<file path="src/rtl/gpio_in_port_pkg.sv">
// Shared address map for the memory-mapped LED and GPIO input peripherals.
package gpio_in_port_pkg;

  localparam int unsigned DATA_W = 32;

  localparam logic [31:0] LED_ADDR  = 32'h0000_1000;
  localparam logic [31:0] GPIO_BASE = 32'h0000_1004;

  localparam logic [31:0] OFF_LEVEL = 32'h0000_0000;
  localparam logic [31:0] OFF_EDGE  = 32'h0000_0004;
  localparam logic [31:0] OFF_MASK  = 32'h0000_0008;

  typedef enum logic [1:0] {
    REG_LEVEL = 2'd0,
    REG_EDGE  = 2'd1,
    REG_MASK  = 2'd2,
    REG_NONE  = 2'd3
  } gpio_reg_e;

  // Word-aligned offset decode; byte-lane bits of the address are ignored.
  function automatic gpio_reg_e decode_reg(input logic [31:0] addr, input logic [31:0] base);
    logic [31:0] off;
    off = (addr & 32'hFFFF_FFFC) - (base & 32'hFFFF_FFFC);
    case (off)
      OFF_LEVEL: decode_reg = REG_LEVEL;
      OFF_EDGE:  decode_reg = REG_EDGE;
      OFF_MASK:  decode_reg = REG_MASK;
      default:   decode_reg = REG_NONE;
    endcase
  endfunction

endpackage

</file>
<file path="src/rtl/gpio_debounce.sv">
// One input line: 2-FF synchroniser, stability counter, debounced level and rise pulse.
module gpio_debounce #(
  parameter int unsigned DEBOUNCE_CYCLES = 20000
) (
  input  logic clk,
  input  logic rst_n,
  input  logic din,
  output logic level,
  output logic rise_c
);

  localparam int unsigned       CNT_W    = $clog2(DEBOUNCE_CYCLES + 1);
  localparam logic [CNT_W-1:0]  CNT_LAST = CNT_W'(DEBOUNCE_CYCLES - 1);

  logic [1:0]       sync_q, sync_d;
  logic [CNT_W-1:0] cnt_q,  cnt_d;
  logic             level_q, level_d;

  // Accept the synchronised value only after it has differed from the level long enough.
  always_comb begin
    sync_d  = {sync_q[0], din};
    cnt_d   = '0;
    level_d = level_q;
    if (sync_q[1] != level_q) begin
      if (cnt_q == CNT_LAST) begin
        level_d = sync_q[1];
      end else begin
        cnt_d = cnt_q + CNT_W'(1);
      end
    end
    rise_c = level_d & ~level_q;
  end

  // State registers.
  always_ff @(posedge clk or negedge rst_n) begin
    if (!rst_n) begin
      sync_q  <= '0;
      cnt_q   <= '0;
      level_q <= 1'b0;
    end else begin
      sync_q  <= sync_d;
      cnt_q   <= cnt_d;
      level_q <= level_d;
    end
  end

  assign level = level_q;

endmodule

</file>
<file path="src/rtl/gpio_in_port.sv">
// GPIO input peripheral: debounced LEVEL, sticky W1C EDGE flags, MASK and level irq.
module gpio_in_port
  import gpio_in_port_pkg::*;
#(
  parameter logic [31:0] BASE_ADDR       = GPIO_BASE,
  parameter int unsigned WIDTH           = 8,
  parameter int unsigned DEBOUNCE_CYCLES = 20000
) (
  input  logic              clk_20M,
  input  logic              rst_n,
  input  logic [31:0]       daddr,
  input  logic [31:0]       wdata,
  input  logic              dmem_r,
  input  logic              dmem_w,
  input  logic [WIDTH-1:0]  gpio_in,
  output logic [31:0]       rdata,
  output logic              irq
);

  logic [WIDTH-1:0]  level;
  logic [WIDTH-1:0]  rise_c;
  logic [WIDTH-1:0]  edge_flags_q, edge_flags_d;
  logic [WIDTH-1:0]  mask_q, mask_d;
  logic [DATA_W-1:0] rdata_q, rdata_d;
  logic              irq_q, irq_d;
  gpio_reg_e         reg_sel_c;
  logic              unused_wdata_c;

  assign unused_wdata_c = ^wdata[DATA_W-1:WIDTH];

  // Per-line synchroniser and debouncer.
  for (genvar i = 0; i < WIDTH; i++) begin : g_line
    gpio_debounce #(
      .DEBOUNCE_CYCLES (DEBOUNCE_CYCLES)
    ) u_debounce (
      .clk    (clk_20M),
      .rst_n  (rst_n),
      .din    (gpio_in[i]),
      .level  (level[i]),
      .rise_c (rise_c[i])
    );
  end

  // Register decode, W1C/RW updates (new rise beats clear) and read mux on pre-write values.
  always_comb begin
    reg_sel_c    = decode_reg(daddr, BASE_ADDR);
    edge_flags_d = edge_flags_q;
    mask_d       = mask_q;
    rdata_d      = '0;
    if (dmem_w) begin
      case (reg_sel_c)
        REG_EDGE: edge_flags_d = edge_flags_q & ~wdata[WIDTH-1:0];
        REG_MASK: mask_d       = wdata[WIDTH-1:0];
        default:  ;
      endcase
    end
    edge_flags_d = edge_flags_d | rise_c;
    if (dmem_r) begin
      case (reg_sel_c)
        REG_LEVEL: rdata_d = DATA_W'(level);
        REG_EDGE:  rdata_d = DATA_W'(edge_flags_q);
        REG_MASK:  rdata_d = DATA_W'(mask_q);
        default:   rdata_d = '0;
      endcase
    end
    irq_d = |(edge_flags_d & mask_d);
  end

  // Register file and output registers.
  always_ff @(posedge clk_20M or negedge rst_n) begin
    if (!rst_n) begin
      edge_flags_q <= '0;
      mask_q       <= '0;
      rdata_q      <= '0;
      irq_q        <= 1'b0;
    end else begin
      edge_flags_q <= edge_flags_d;
      mask_q       <= mask_d;
      rdata_q      <= rdata_d;
      irq_q        <= irq_d;
    end
  end

  assign rdata = rdata_q;
  assign irq   = irq_q;

endmodule

</file>
<file path="config.mk">
export PLATFORM = sky130hd
export DESIGN_NAME = gpio_in_port
export DESIGN_NICKNAME = d
export VERILOG_FILES = /design/src/rtl/gpio_in_port_pkg.sv /design/src/rtl/gpio_debounce.sv /design/src/rtl/gpio_in_port.sv
export SDC_FILE = /design/constraint.sdc
export NUM_CORES = 1
export LEC_CHECK = 0
export ABC_AREA = 1
export CAP_MARGIN = 10
export CORE_ASPECT_RATIO = 2
export CORE_MARGIN = 5
export CORE_UTILIZATION = 45
export CTS_BUF_LIST = sky130_fd_sc_hd__clkbuf_4
export DETAILED_ROUTE_END_ITERATION = 8
export PLACE_DENSITY_LB_ADDON = 0.2
export SLEW_MARGIN = 20
export SYNTH_ARGS = -nofsm -noshare
export SYNTH_HDL_FRONTEND = slang
export SYNTH_SLANG_ARGS = --single-unit
</file>
<file path="constraint.sdc">
create_clock -name clk_20M -period 2 [get_ports clk_20M]
set_input_delay 0.3 -clock clk_20M [delete_from_list [all_inputs] [get_ports clk_20M]]
set_output_delay 0.3 -clock clk_20M [all_outputs]
set_load 0.1 [all_outputs]
</file>
==> flow_summary_export.csv <==
group,metric,value,unit
placement,port_buffers,58,
critical_path,cpLargestDelayFamily,"simple AND/OR/NAND/NOR gates",
power_and_ir_drop,netSwitchingPower,1.760,mW
global_routing,grt_busiest_layer,"met2",
global_routing,grt_pass1_wl,35710,um
critical_path,cpMaxStageDelayCell,"buf_2",
clock_network,cts_max_path_buffers,2,
synthesis,ys_ff_latch,169,
placement,gp_congestion,1.003,
synthesis,synth-edff-count,0,
sta,hold_viol,0,
clock_network,clock_sinks,169,
floorplan,fp.dieW,108.2,um
clock_network,cts_root_buf,"clkbuf_4",
floorplan,die_area,22320,um^2
critical_path,required,2.49,ns
routing,drt_iter0_markers,302,
sta,rsz0062_at_grt,"true",
critical_path,crit_top_cell,"nand2_2",
synthesis,synth_top_area_share,48.75,%
routing,drtPass1Iterations,5,
routing,via_per_inst,4.959,
clock_network,htreeDepth,4,
sta,setup_viol,0,
synthesis,netlist_top_cells_area,"dfrtp_1 49%, nand2_1 8.7%, inv_1 7.6%",
critical_path,path_class,"in2reg",
synthesis,ys_seq_area_share,48.75,%
power_and_ir_drop,p_sw_share,27.04,%
global_routing,grt_max_degree,44,
power_and_ir_drop,p_seq_share,54.0,%
global_routing,antenna_found_initial,1,
routing,drt-total-wl,22270,um
power_and_ir_drop,power_density,571.0,nW/um^2
floorplan,die_y,206.4,um
finish,drive_above_1_share,26.23,%
power_and_ir_drop,leakagePower,5.167,nW
critical_path,end_kind,"flop",
synthesis,synth_flop_cell,"dfrtp_1",
sta,period_minus_slack,1.947,ns
routing,ant_nets,0,
power_and_ir_drop,pwr-share-clk,33.8,%
global_routing,gr-usage-met3,4.189,%
global_routing,grt.total_usage,20.46,%
synthesis,yosys.area.top_type,"dfrtp_1",
power_and_ir_drop,ir_worst_vdd,392.8,uV
synthesis,syn_area,8676,um^2
synthesis,syn_inst,1092,
clock_network,cts.reportedPaths.clkPinSlew,0.14,ns
floorplan,io_pins,109,
clock_network,cts_buffers,17,
floorplan,start_util,45.21,%
critical_path,slowest_delay,0.18,ns
sta,post-route-period-util,97.33,%
finish,area_delta_synth_final,31.38,%
finish,fin_util,59.40,%
sta,setup-tns-final,0,ns
routing,post_drt_wl_per_cell,14.10,um
sta,timing.fmax,0.5137,GHz
critical_path,crit_path_start_kind,"input pin",
floorplan,core,19190,um^2
power_and_ir_drop,comb_power_share,12.2,%
synthesis,synth_cell_type_count,33,
power_and_ir_drop,internal_power,4.748,mW
critical_path,path_buf_inv,3,
status,status,"finished, final reports clean",
global_routing,grt_overflow_total,0,
synthesis,synth_warnings,0,
hold_path,hold_class,"in2reg",
global_routing,grt_pass1_vias,7948,
synthesis,yosysMostFrequentCell,"nand2_1",
run,maxCapViolations,0,
placement,place_hpwl,16740,um
floorplan,fp-row-count,72,
power_and_ir_drop,p_total,6.508,mW
clock_network,cts_tree,"done",
sta,finClkSkew,0.01480,ns
global_routing,met2_usage,38.33,%
critical_path,worst-path-max-fanout,8,
clock_network,insertion_delay,0.59,ns
routing,drc_errors,0,
critical_path,crit_arrival,2.44,ns
critical_path,crit_chain,"buf_2 -> inv_2 -> nor2_4 -> nand2_2 -> nor2_4 -> o21ai_4 -> nand2_2 -> nand2_1 -> nand2_2 -> nand2_2 -> nor2_4 -> nand3_2 -> nor2_4 -> buf_6 -> nand3_4 -> nand2_2 -> nand2_2 -> nand2_1 -> nand2_1 -> nor2_1 -> nand2_1",
finish,nets,1390,
routing,vias,7831,
synthesis,syn_avg_cell_area,7.945,um^2
sta,finalMaxSlewViolations,0,
finish,nFillCells,1784,
synthesis,netlist_top_cells_count,"200 x nand2_1, 176 x inv_1, 169 x dfrtp_1",
synthesis,synthArstFlopShare,100.0,%
global_routing,use_met1,20.36,%
==> registers in the layout, indices dropped and copies added, names as in the netlist <==
name,count
g_line.u_debounce.cnt_q,120
g_line.u_debounce.sync_q,16
edge_flags_q,8
g_line.u_debounce.level,8
mask_q,8
rdata,8
irq,1
==> power groups by stage <==
| stage | logic, mW | clock network, mW | registers (mW) |
|---|---|---|---|
| 2_1_floorplan | 0.433 | 0 | 3.56 |
| 3_3_place_gp | 0.745 | 0 | 3.57 |
| 3_5_place_dp | 0.746 | 0 | 3.57 |
| 4_1_cts | 0.762 | 2.29 | 3.51 |
| 5_1_grt | 0.863 | 2.41 | 3.52 |
| 6_report | 0.794 | 2.20 | 3.51 |
==> worst reg2reg max path: stages, from the launching register on <==
cell	delay, ns
dfrtp_1	0.41
ha_4	0.16
nand3_4	0.08
nor2_4	0.14
nand2_2	0.09
nor4_4	0.28
buf_4	0.17
nand2_4	0.05
nor4_4	0.27
o21ai_1	0.11
a21oi_1	0.11
==> per-layer routing <==
metal	wire (um)	share of wire, %	vias to the layer above
met5	0	0	-
li1	-	-	3917
met3	835	3.7	62
met1	7946	36	3698
met4	1100	4.9	0
met2	12390	56	154
==> what timing repair did <==
item / CTS / global route
setup endpoints to repair: 29 / 38
pin swaps: 36 / 71
resized for setup: 80 / 158
hold endpoints to repair: 169 / 0
buffers inserted: 10 / 20
hold buffers: 1 / 0
==> kinds of logic (layout without fill, tap and decap cells) <==
family	Yosys count	in the layout	synth area share (%)
AOI/OAI and AO/OA	126	126	7.860
xor gates and xnor gates	37	37	3.735
adders and majority gates	8	8	1.154
buffers and inverters	209	413	10.35
DFF	169	169	48.75
muxes	1	1	0.1298
other	1	25	0.04322
and+or+nand+nor	541	541	27.98
==> cell type report <==
class / instances / area, um^2 / share of cell area (%)
Multi-Input combinational cell: 737 / 4239 / 37.19
Sequential cell: 169 / 4230 / 37.11
Timing Repair Buffer: 204 / 1618 / 14.19
Inverter: 177 / 666.9 / 5.851
Tap cell: 259 / 324.1 / 2.843
Clock inverter: 13 / 175.2 / 1.537
Clock buffer: 19 / 142.6 / 1.251
Antenna cell: 1 / 2.502 / 0.02195
==> worst paths after layout <==
check	startpoint	endpoint	slack [ns]	cells after the start
setup / recovery	daddr[12]	irq	0.05	21
hold / removal	gpio_in[6]	g_line[6].u_debounce.sync_q[0]	0.14	1
setup reg to reg	g_line[5].u_debounce.cnt_q[0]	g_line[5].u_debounce.cnt_q[14]	0.06	10
hold reg to reg	g_line[5].u_debounce.sync_q[0]	g_line[5].u_debounce.sync_q[1]	0.36	0
max in group asynchronous	rst_n	g_line[2].u_debounce.cnt_q[2]	1.23	3
min in group asynchronous	rst_n	rdata[5]	0.19	2
==> placed cells by master (no fill, tap or decap), types with 19 or more instances in the layout <==
cell and count:
a21oi_1 66, buf_4 147, clkbuf_4 19, clkdlybuf4s50_1 19, conb_1 24, dfrtp_1 168, inv_1 162, nand2_1 172
nand2_2 27, nand3_1 59, nand4_1 32, nor2_1 107, nor2_2 24, nor2_4 19, nor3_1 27, o21ai_0 34
xor2_1 20
==> metrics by stage <==
step | setup WS (ns) | cells | hold WS [ns] | cell area, um^2
after CTS | 0.005696 | 1558 | 0.05974 | 10870
after global routing | -0.09449 | 1579 | 0.07932 | 11400
after floorplan | -0.03165 | 1115 | 0.004409 | 8762
after detailed placement | -1.047 | 1515 | 0.2556 | 10310
after global placement | -1.023 | 1515 | 0.2558 | 10310
final | 0.05334 | 1579 | 0.1354 | 11400
Power figures use the tool's default switching activity.
